<file path="config.mk">
export PLATFORM = sky130hd
export DESIGN_NAME = interp_row_sequencer
export DESIGN_NICKNAME = d
export VERILOG_FILES = /design/src/rtl/interp_row_sequencer.sv
export SDC_FILE = /design/constraint.sdc
export NUM_CORES = 1
export LEC_CHECK = 0
export CELL_PAD_IN_SITES_DETAIL_PLACEMENT = 1
export CELL_PAD_IN_SITES_GLOBAL_PLACEMENT = 2
export CORE_MARGIN = 2
export CORE_UTILIZATION = 27
export CTS_BUF_LIST = sky130_fd_sc_hd__clkbuf_4 sky130_fd_sc_hd__clkbuf_8
export DETAILED_ROUTE_END_ITERATION = 10
export HOLD_SLACK_MARGIN = 0.03
export PLACE_DENSITY = 0.79
export SKIP_LAST_GASP = 1
export SYNTH_ARGS = -nofsm -noshare
export SYNTH_HDL_FRONTEND = slang
export SYNTH_SLANG_ARGS = --single-unit
export TNS_END_PERCENT = 10
</file>
<file path="constraint.sdc">
create_clock -name clk -period 3.8 [get_ports clk]
set_input_delay 0.76 -clock clk [delete_from_list [all_inputs] [get_ports clk]]
set_output_delay 0.76 -clock clk [all_outputs]
set_load 0.005 [all_outputs]
</file>
<file path="src/rtl/interp_row_sequencer.sv">
// Row upscaler sequencer: drives a vector ALU lane so that N source pixels
// become 3N-2 output pixels. Each adjacent pair p[i], p[i+1] yields p[i] and
// the two one-third interpolants; the row closes with the final pixel.
module interp_row_sequencer #(
  parameter int ADDR_W = 16,
  parameter int DATA_W = 8
) (
  input  logic              clk,
  input  logic              rst,
  input  logic              start,
  input  logic [ADDR_W-1:0] src_base,
  input  logic [ADDR_W-1:0] dst_base,
  input  logic [ADDR_W-1:0] length,
  output logic              rd_en,
  output logic [ADDR_W-1:0] rd_addr,
  input  logic [DATA_W-1:0] rd_data,
  output logic [31:0]       alu_a,
  output logic [31:0]       alu_b,
  output logic [2:0]        alu_op,
  output logic              alu_vcsub,
  input  logic [31:0]       alu_out,
  output logic              wr_en,
  output logic [ADDR_W-1:0] wr_addr,
  output logic [DATA_W-1:0] wr_data,
  output logic              busy,
  output logic              done,
  output logic              err
);

  typedef enum logic [2:0] {
    IDLE,
    RD0,
    RD1,
    E0,
    E1,
    E2,
    LAST,
    FIN
  } state_t;

  localparam logic [2:0] OP_PASS   = 3'b000;
  localparam logic [2:0] OP_INTERP = 3'b100;

  state_t state_q, state_d;

  logic [DATA_W-1:0] cur_q, nxt_q;
  logic [ADDR_W-1:0] i_q, k_q;
  logic [ADDR_W-1:0] src_q, dst_q, len_q;
  logic              rej_q;

  logic              len_ok;
  logic              more_pairs;
  logic [31:0]       cur_ext, nxt_ext;
  logic [31:DATA_W]  alu_out_unused;

  assign len_ok     = (length >= ADDR_W'(2));
  assign more_pairs = (({1'b0, i_q} + (ADDR_W+1)'(2)) < {1'b0, len_q});
  assign cur_ext    = {{(32-DATA_W){1'b0}}, cur_q};
  assign nxt_ext    = {{(32-DATA_W){1'b0}}, nxt_q};

  // Only the low pixel bits of the ALU result are meaningful
  assign wr_data        = alu_out[DATA_W-1:0];
  assign alu_out_unused = alu_out[31:DATA_W];
  assign alu_vcsub      = 1'b0;

  // State register; reset aborts any row in flight straight back to IDLE
  always_ff @(posedge clk or posedge rst) begin
    if (rst) begin
      state_q <= IDLE;
    end else begin
      state_q <= state_d;
    end
  end

  // Datapath registers: latch the row on accept, track pixel pair and write count
  always_ff @(posedge clk or posedge rst) begin
    if (rst) begin
      cur_q <= '0;
      nxt_q <= '0;
      i_q   <= '0;
      k_q   <= '0;
      src_q <= '0;
      dst_q <= '0;
      len_q <= '0;
      rej_q <= 1'b0;
    end else begin
      rej_q <= 1'b0;
      case (state_q)
        IDLE: begin
          rej_q <= start && !len_ok;
          if (start && len_ok) begin
            src_q <= src_base;
            dst_q <= dst_base;
            len_q <= length;
            i_q   <= '0;
            k_q   <= '0;
          end
        end
        RD1: begin
          cur_q <= rd_data;
        end
        E0: begin
          nxt_q <= rd_data;
          k_q   <= k_q + ADDR_W'(1);
        end
        E1: begin
          k_q <= k_q + ADDR_W'(1);
        end
        E2: begin
          cur_q <= nxt_q;
          i_q   <= i_q + ADDR_W'(1);
          k_q   <= k_q + ADDR_W'(1);
        end
        LAST: begin
          k_q <= k_q + ADDR_W'(1);
        end
        default: begin
        end
      endcase
    end
  end

  // Next-state and Moore output decode; everything idles at zero by default
  always_comb begin
    state_d = state_q;
    rd_en   = 1'b0;
    rd_addr = '0;
    alu_a   = '0;
    alu_b   = '0;
    alu_op  = OP_PASS;
    wr_en   = 1'b0;
    wr_addr = '0;
    busy    = 1'b0;
    done    = rej_q;
    err     = rej_q;
    case (state_q)
      IDLE: begin
        if (start && len_ok) begin
          state_d = RD0;
        end
      end
      RD0: begin
        busy    = 1'b1;
        rd_en   = 1'b1;
        rd_addr = src_q;
        state_d = RD1;
      end
      RD1: begin
        busy    = 1'b1;
        rd_en   = 1'b1;
        rd_addr = src_q + ADDR_W'(1);
        state_d = E0;
      end
      E0: begin
        busy    = 1'b1;
        wr_en   = 1'b1;
        wr_addr = dst_q + k_q;
        alu_a   = cur_ext;
        state_d = E1;
      end
      E1: begin
        busy    = 1'b1;
        wr_en   = 1'b1;
        wr_addr = dst_q + k_q;
        alu_a   = cur_ext;
        alu_b   = nxt_ext;
        alu_op  = OP_INTERP;
        state_d = E2;
      end
      E2: begin
        busy    = 1'b1;
        wr_en   = 1'b1;
        wr_addr = dst_q + k_q;
        alu_a   = nxt_ext;
        alu_b   = cur_ext;
        alu_op  = OP_INTERP;
        if (more_pairs) begin
          rd_en   = 1'b1;
          rd_addr = src_q + i_q + ADDR_W'(2);
          state_d = E0;
        end else begin
          state_d = LAST;
        end
      end
      LAST: begin
        busy    = 1'b1;
        wr_en   = 1'b1;
        wr_addr = dst_q + k_q;
        alu_a   = cur_ext;
        state_d = FIN;
      end
      FIN: begin
        done    = 1'b1;
        err     = 1'b0;
        state_d = IDLE;
      end
      default: begin
        state_d = IDLE;
      end
    endcase
  end

endmodule
</file>
Yosys cells after proc, flatten, opt, wreduce, memory -nomap -nowiden:

Cells that the tools add are included.

* register bits after elaboration: 100
* logic and storage cells: 61

* equal/unequal tests: 8
* reduce and logical (&&, ||, !) cells: 15
* add/subtract/negate cells: 7
* magnitude comparators: 2
* multiplexer cells: 20

Operator list (number)
* case mux 16 bit (2 select lines): 2
* adder 16 x 1 -> 16 bit, second input constant: 3
* 2-to-1 mux 16 bit: 3
* case mux 16 bit (3 select lines): 1
* case mux 8 bit (2 select lines): 3
* adder 16 bit: 2
* case mux 3 bit (8 select lines): 1
* adder 16 x 2 -> 17 bit, second input constant: 1
* less-than comparator 17 x 16 -> 1 bit: 1
* adder 16 x 2 -> 16 bit, second input constant: 1
* greater-or-equal comparator 16 x 2 -> 1 bit, second input constant: 1
* equality test 3 bit, second input constant: 4
* 2-to-1 mux 3 bit: 3
* equality test 3 x 2 -> 1 bit, second input constant: 2
* 2-to-1 mux 1 bit: 6
* AND reduction 2 bit: 3
* nonzero test 2 bit: 3
* OR reduction 6 bit: 1
* OR reduction 2 bit: 2
* OR reduction 4 bit: 1
* equality test 3 x 1 -> 1 bit, second input constant: 1
* logical NOT 3 bit: 1
* OR reduction 3 bit: 1
* logical AND 1 bit: 2
* 3 further kinds: 3

Logic depth before layout (Yosys ltp):

Gate-level depths: netlist of run 1.

* depth after elaboration: 4
* gate-level depth with buffers: 14

Worst setup path after synthesis of run 1:

No wires, ideal clock.

* path kind: reg-to-output
* from: reg i_q[2]
* to: out rd_addr[0]
* slack: -56 ps
* stages on the path, launching flop included: 15
* arrival: 3096 ps
* required time: 3040 ps
* cells stage by stage: dfrtp_1 > ha_1 > nand3_1 > nor2_1 > and4_1 > clkbuf_1 > nand3_1 > xnor2_1 > ha_1 > nand3_1 > nor3_1 > nand4b_1 > and3_4 > and2_4 > a221o_1

* longest elaborated chain between the ends: 4

Ends and longest elaborated chain
* start, declared: line 47 `logic [ADDR_W-1:0] i_q, k_q;`
* start signal, assigned: line 111 `i_q <= i_q + ADDR_W'(1);`
* adder 16 x 2 -> 17 bit: line 57 `assign more_pairs = (({1'b0, i_q} + (ADDR_W+1)'(2)) < {1'b0, len_q});`
* less-than comparator 17 x 16 -> 1 bit: line 57
* 2-to-1 mux 16 bit: line 177 `if (more_pairs) begin`
* case mux 16 bit (3 select lines): line 136 `case (state_q)`
* end, declared: line 15 `output logic [ADDR_W-1:0] rd_addr,`

Every way passes these cells.

Final worst setup path of run 1:

* from: reg i_q[1]
* to: out rd_addr[12]

* longest elaborated chain between the ends: 4
* elaborated cells on any way between the ends: 6
* those cells by class: add/sub (3); order compare (1); mux (2)

Ends and longest elaborated chain (line)
* adder 16 bit or adder 16 x 2 -> 17 bit (tied branches): 179, 57
* adder 16 x 2 -> 16 bit or less-than comparator 17 x 16 -> 1 bit (tied branches): 179, 57
* 2-to-1 mux 16 bit (*): 177
* case mux 16 bit (3 select lines) (*): 136

Mark *: on every way between the ends. The rest lies on a longest branch, timed or not.

==> impl_metrics.toml, run 1 <==
[status]
status = "complete, but fails checks"
violations = "negative setup slack"

[setup_path]
reg2reg_depth = 17
slowest_stage = "dfrtp_1"
crit_required_ps = 3040
worst_setup_path_start_kind = "flop"
cp.arrival_ps = 3440
worst-r2r-setup-slack_ps = 700
crit_chain = "buf_4 > nand3_2 > or3_4 > nor2_4 > xor2_1 > ha_1 > a21o_1 > a21oi_1 > o31a_1 > nand4_1 > or3_1 > o31ai_2 > buf_2"
cp_top_family = "simple AND/OR/NAND/NOR gates"
rr_endpoint = "state_q[0]"
path_buf_inv = 2
endpoint_kind = "output pin"
cp_slowest_stage_delay_ps = 430
crit_type = "flop to output pin"
crit_fanout = 5
r2r-start = "i_q[2]"

[clock_tree]
clock_latency_ps = 390
cts_buffer_depth = 2
cts_tree = "done"
clkTransAtPathRegs_ps = 100
postCtsHoldBufs = 0
htreeDepth = 3
numCtsBuffers = 9
clock_sinks = 100
root_buffer = "clkbuf_8"

[global_routing]
grt_pass1_wl_microns = 38600
first_global_vias = 7257
grtUsageTotal = 0.158
grt_max_degree = 61
overflow = 0
antenna_found_initial = 1

[sta]
setup_ws_ps = -402
worst_slew_pin_slew_ps = 837
clock_skew_ps = 15.9
hold_viol_final = 0
fin_crit_ps = 4200
rsz0062_at_grt = "yes"
fmax_ghz = 0.238
finalSetupViolCount = 24
relSlewSlack = 0.437
slew_viol_final = 0
fin_crit_sh = 1.11

[route]
post-route-drc-count = 0
wl_microns = 23900
first_pass_iters = 4
vias_per_cell = 4.87
postRouteAntennaNets = 0
drt_iter0_drc = 362
avgRoutedWirePerCell_microns = 16.6
vias = 7005

[place]
gp_congestion = 0.785
place_inst = 1410
numPortBuffers = 112
dpl-instance-area_sq_mm = 0.00967
place_hpwl_microns = 17900

[die]
die_w_microns = 173
die_y_microns = 173
dieArea_sq_mm = 0.0299
start_util = 0.276
rows = 61
ios = 204
fp.coreArea_sq_mm = 0.0279

[layout]
layout_commonest_cell = "buf_4"
utilization = 0.362
drive_above_1_share = 0.208
fin_area_sq_mm = 0.0101
area_growth_pct = 31.4
final_cells = 1439
final_cell_mix = "buf_4 (100), dfrtp_1 (99), clkdlybuf4s50_1 (95)"
layout.nets = 1215

[synthesis]
yosys_warnings = 0
syn_inst = 866
avgSynthCellArea_sq_um = 8.90
async_reset_ff_frac = 1.00
syn_area_sq_mm = 0.00771
synth-seq-cells = 100
synth_cell_types = 62
synth-edff-count = 0
yosys_most_used_dff = "dfrtp_1"
synth.yosys.seq_area_share = 0.325

[power]
leakage_nw = 4.65
vdd_drop_max_v = 0.000249
power_density_mw_per_mm2 = 697

[hold_path]
whs_endpoint = "len_q[3]"
hp-class = "flop to flop"
hold-path-cell-count = 1
hp-start = "len_q[3]"

[job]
maxCapViolations = 0
cell families after synthesis:
| kind of cell | after synthesis | synth area share |
|---|---|---|
| simple gates | 267 | 0.165 |
| compound gates | 213 | 0.181 |
| buf+inv | 121 | 0.0896 |
| flops | 100 | 0.325 |
| fa+ha+maj | 69 | 0.114 |
| mux | 50 | 0.0734 |
| xor+xnor | 45 | 0.0511 |
| other cells | 1 | 0.000487 |
synth_stat cells (4+ instances only):
library cell	n	area share
a211oi_1	10	0.0097
a21o_1	13	0.013
a21oi_1	28	0.018
a221o_1	4	0.0052
a22o_1	16	0.018
a22oi_1	14	0.014
a31oi_1	9	0.0073
and2_1	6	0.0049
and3_1	11	0.0089
and4_1	4	0.0045
buf_2	9	0.0058
buf_4	60	0.058
clkbuf_1	20	0.0097
dfrtp_1	100	0.32
ha_1	67	0.11
inv_1	29	0.014
mux2_2	49	0.072
nand2_1	94	0.046
nand2b_1	6	0.0049
nand3_1	26	0.017
nand4_1	11	0.0089
nor2_1	57	0.028
nor2b_1	4	0.0032
nor3_1	18	0.012
nor4_1	8	0.0065
o211ai_1	6	0.0058
o21a_1	7	0.0068
o21ai_0	70	0.045
o31ai_1	13	0.013
or2_2	4	0.0032
or3_1	7	0.0057
xnor2_1	30	0.034
xor2_1	15	0.017
final cells by class:
type / count / area [sq um]
Inverter: 30 / 115
Sequential cell: 100 / 2500
Multi-Input combinational cell: 695 / 4890
Clock buffer: 12 / 159
Antenna cell: 1 / 2.50
Clock inverter: 4 / 47.5
Fill cell: 3319 / 17800
Tap cell: 378 / 473
Timing Repair Buffer: 219 / 1940
layer usage:
layer / GRT usage / up-vias / part of all wire
met5: 0 / - / 0
met3: 0.0255 / 12 / 0.042
met1: 0.217 / 3464 / 0.48
li1: - / 3391 / -
met2: 0.261 / 138 / 0.47
met4: 0.0353 / 0 / 0.0093
how the worst max path moves through the flow:
stage                        endpoint    from  cells past startpoint
after floorplan            rd_addr[0]  i_q[2]                     14
after global placement    rd_addr[12]  i_q[1]                     14
after detailed placement  rd_addr[12]  i_q[2]                     13
after CTS                  rd_addr[2]  i_q[2]                     16
after global routing       rd_addr[4]  i_q[1]                     15
final                     rd_addr[12]  i_q[1]                     13
report_power, final:
part / switching (mW) / total (mW) / internal (mW) / leakage [nW]
combinational: 2.24 / 4.44 / 2.20 / 3.29
clock: 0.410 / 0.756 / 0.347 / 0.106
sequential: 0.370 / 1.86 / 1.49 / 1.26
total: 3.02 / 7.05 / 4.03 / 4.65
per-stage QoR:
| step | setup slack (ps) | setup TNS [ps] | hold slack (ps) | total power, mW |
|---|---|---|---|---|
| after global placement | -504 | -4540 | 476 | 6.14 |
| after global routing | -586 | -11450 | 530 | 7.69 |
| final | -402 | -6350 | 516 | 7.05 |
| after floorplan | 20.3 | 0 | 462 | 4.31 |
| after CTS | -420 | -6860 | 515 | 7.09 |
| after detailed placement | -577 | -5430 | 492 | 6.25 |
sequential cells by signal, indices dropped and copies added (netlist names):
name and cells:
rej_q 1, cur_q 8, src_q 16, len_q 16, state_q 3, dst_q 16
i_q 16, nxt_q 8, k_q 16
repair_timing:
item                                    4_1_cts  5_1_grt
setup buffers                                10        2
gates resized for setup                      71       10
gates cloned                                  1        0
endpoints found under the setup margin       24       28
pin swaps                                    27       10
Note: power is estimated with default switching activity, not from simulation.
==> inputs of run 2 (changes only) <==
Settings changed: CORE_MARGIN 2 to default, SETUP_SLACK_MARGIN from default to 0.1.
==> run 2 against run 1 <==
  * The flow still finishes with violations (negative setup slack)
  * Clock power shrank 2%
  * Power shrank 1.8%
  * Global-route usage grew 0.76 points
  * Largest cell class unchanged
  * Highest routed layer unchanged
==> impl_metrics.toml, run 2 (synthesis results as in run 1) <==
[status]
status = "complete, but fails checks"
violations = "negative setup slack"

[global_routing]
antenna_found_initial = 2
grt_pass1_wl_microns = 37900
grtUsageTotal = 0.166
grt_max_degree = 53
overflow = 0
first_global_vias = 7080

[clock_tree]
root_buffer = "clkbuf_8"
htreeDepth = 3
clock_latency_ps = 390
postCtsHoldBufs = 0
clkTransAtPathRegs_ps = 100
cts_buffer_depth = 2
numCtsBuffers = 9
cts_tree = "done"
clock_sinks = 100

[sta]
fmax_ghz = 0.239
relSlewSlack = 0.454
hold_viol_final = 0
setup_tns_ps = -5720
setup_ws_ps = -391
finalSetupViolCount = 24
fin_crit_ps = 4190
clock_skew_ps = 13.5
rsz0062_at_grt = "yes"
worst_slew_pin_slew_ps = 811
fin_crit_sh = 1.10
holdWs_ps = 516
slew_viol_final = 0

[power]
switchingPower_mw = 2.97
p_seq_frac = 0.268
swShare = 0.429
cellInternalPower_mw = 3.96
pwr-share-clk = 0.107
leakage_nw = 4.62
power_density_mw_per_mm2 = 688
comb_power_share = 0.625
vdd_drop_max_v = 0.000247

[die]
rows = 61
ios = 204
start_util = 0.276
die_w_microns = 171
dieArea_sq_mm = 0.0292
fp.coreArea_sq_mm = 0.0279
die_y_microns = 171

[layout]
multi_input_area_sq_mm = 0.00486
regArea_sq_mm = 0.00250
drive_above_1_share = 0.210
n_fill_cell = 3326
area_growth_pct = 30.7
layout.nets = 1216
final_cell_mix = "buf_4 (104), dfrtp_1 (99), clkdlybuf4s50_1 (95)"
layout_commonest_cell = "buf_4"
utilization = 0.361

[setup_path]
reg2reg_depth = 16
crit_type = "flop to output pin"
cp.arrival_ps = 3430
crit_required_ps = 3040
endpoint_kind = "output pin"
worst_setup_path_start_kind = "flop"
crit_fanout = 4

[route]
drt_iter0_drc = 349
avgRoutedWirePerCell_microns = 16.2
wl_microns = 23400
post-route-drc-count = 0
first_pass_iters = 4
vias = 6924
postRouteAntennaNets = 0
vias_per_cell = 4.81

[place]
pre_cts_ws_ps = -479
numPortBuffers = 112
place_hpwl_microns = 17700
gp_congestion = 0.823

[hold_path]
hp-class = "flop to flop"
hold-path-cell-count = 1

[job]
maxCapViolations = 0
-- run 2: path summary, 6_finish.rpt --
check                          from          end  slack [ps]
max reg2reg                  i_q[2]   state_q[0]         840
min reg2reg                len_q[9]     len_q[9]         520
max                          i_q[2]  rd_addr[12]        -390
min in group asynchronous       rst     dst_q[3]         820
min                        len_q[9]     len_q[9]         520
max in group asynchronous       rst       i_q[1]        2220
-- run 2: through the flow --
stage          total power, mW  instance area, sq um  std cells
6_report                  6.93                 10100       1439
5_1_grt                   7.57                 10100       1438
4_1_cts                   6.99                 10000       1436
3_5_place_dp              6.17                  9650       1406
3_3_place_gp              6.06                  9650       1406
2_1_floorplan             4.33                  7930        916
-- run 2: cell type report --
cell class | instances | share of cell area
well taps | 378 | 0.0470
diodes | 2 | 0.000497
repair buffers | 220 | 0.191
inverters | 30 | 0.0114
clock buffers | 11 | 0.0150
multi-input cells | 695 | 0.482
clock inverters | 3 | 0.00460
flip-flops and latches | 100 | 0.249
-- run 2: power by group through the flow --
stage / clock [mW] / sequential, mW / combinational, mW
3_5_place_dp: 0 / 1.88 / 4.29
4_1_cts: 0.772 / 1.86 / 4.35
5_1_grt: 0.804 / 1.93 / 4.84
6_report: 0.740 / 1.86 / 4.33
3_3_place_gp: 0 / 1.86 / 4.20
2_1_floorplan: 0 / 1.82 / 2.51
-- run 2: metal layers --
metal	global-route usage	vias up	routed length, microns
li1	-	3384	-
met1	0.230	3406	11500
met2	0.266	123	10700
met3	0.0280	11	921
met4	0.0404	0	222
met5	0	-	0
-- run 2: repair_timing --
item,CTS,global route
buffers inserted,15,2
gates cloned,1,0
pin swaps,24,20
endpoints found under the setup margin,25,27
resized for setup,62,15
-- run 2: worst max-delay path, cell delays in order, from the launching register on --
cell	delay, ps
dfrtp_1	430
ha_4	170
nand3_4	80
nor2_4	130
and4_4	230
buf_4	130
xor2_2	160
ha_1	260
nand3_2	120
buf_4	120
a2bb2oi_2	150
nand4_1	250
or3_1	450
o31ai_2	200
buf_2	160
==> inputs of run 3 (changes only) <==
Settings changed: CAP_MARGIN from default to 25.
==> results of run 3 <==
The final DEF is identical to that of run 2; final timing and power are the same.
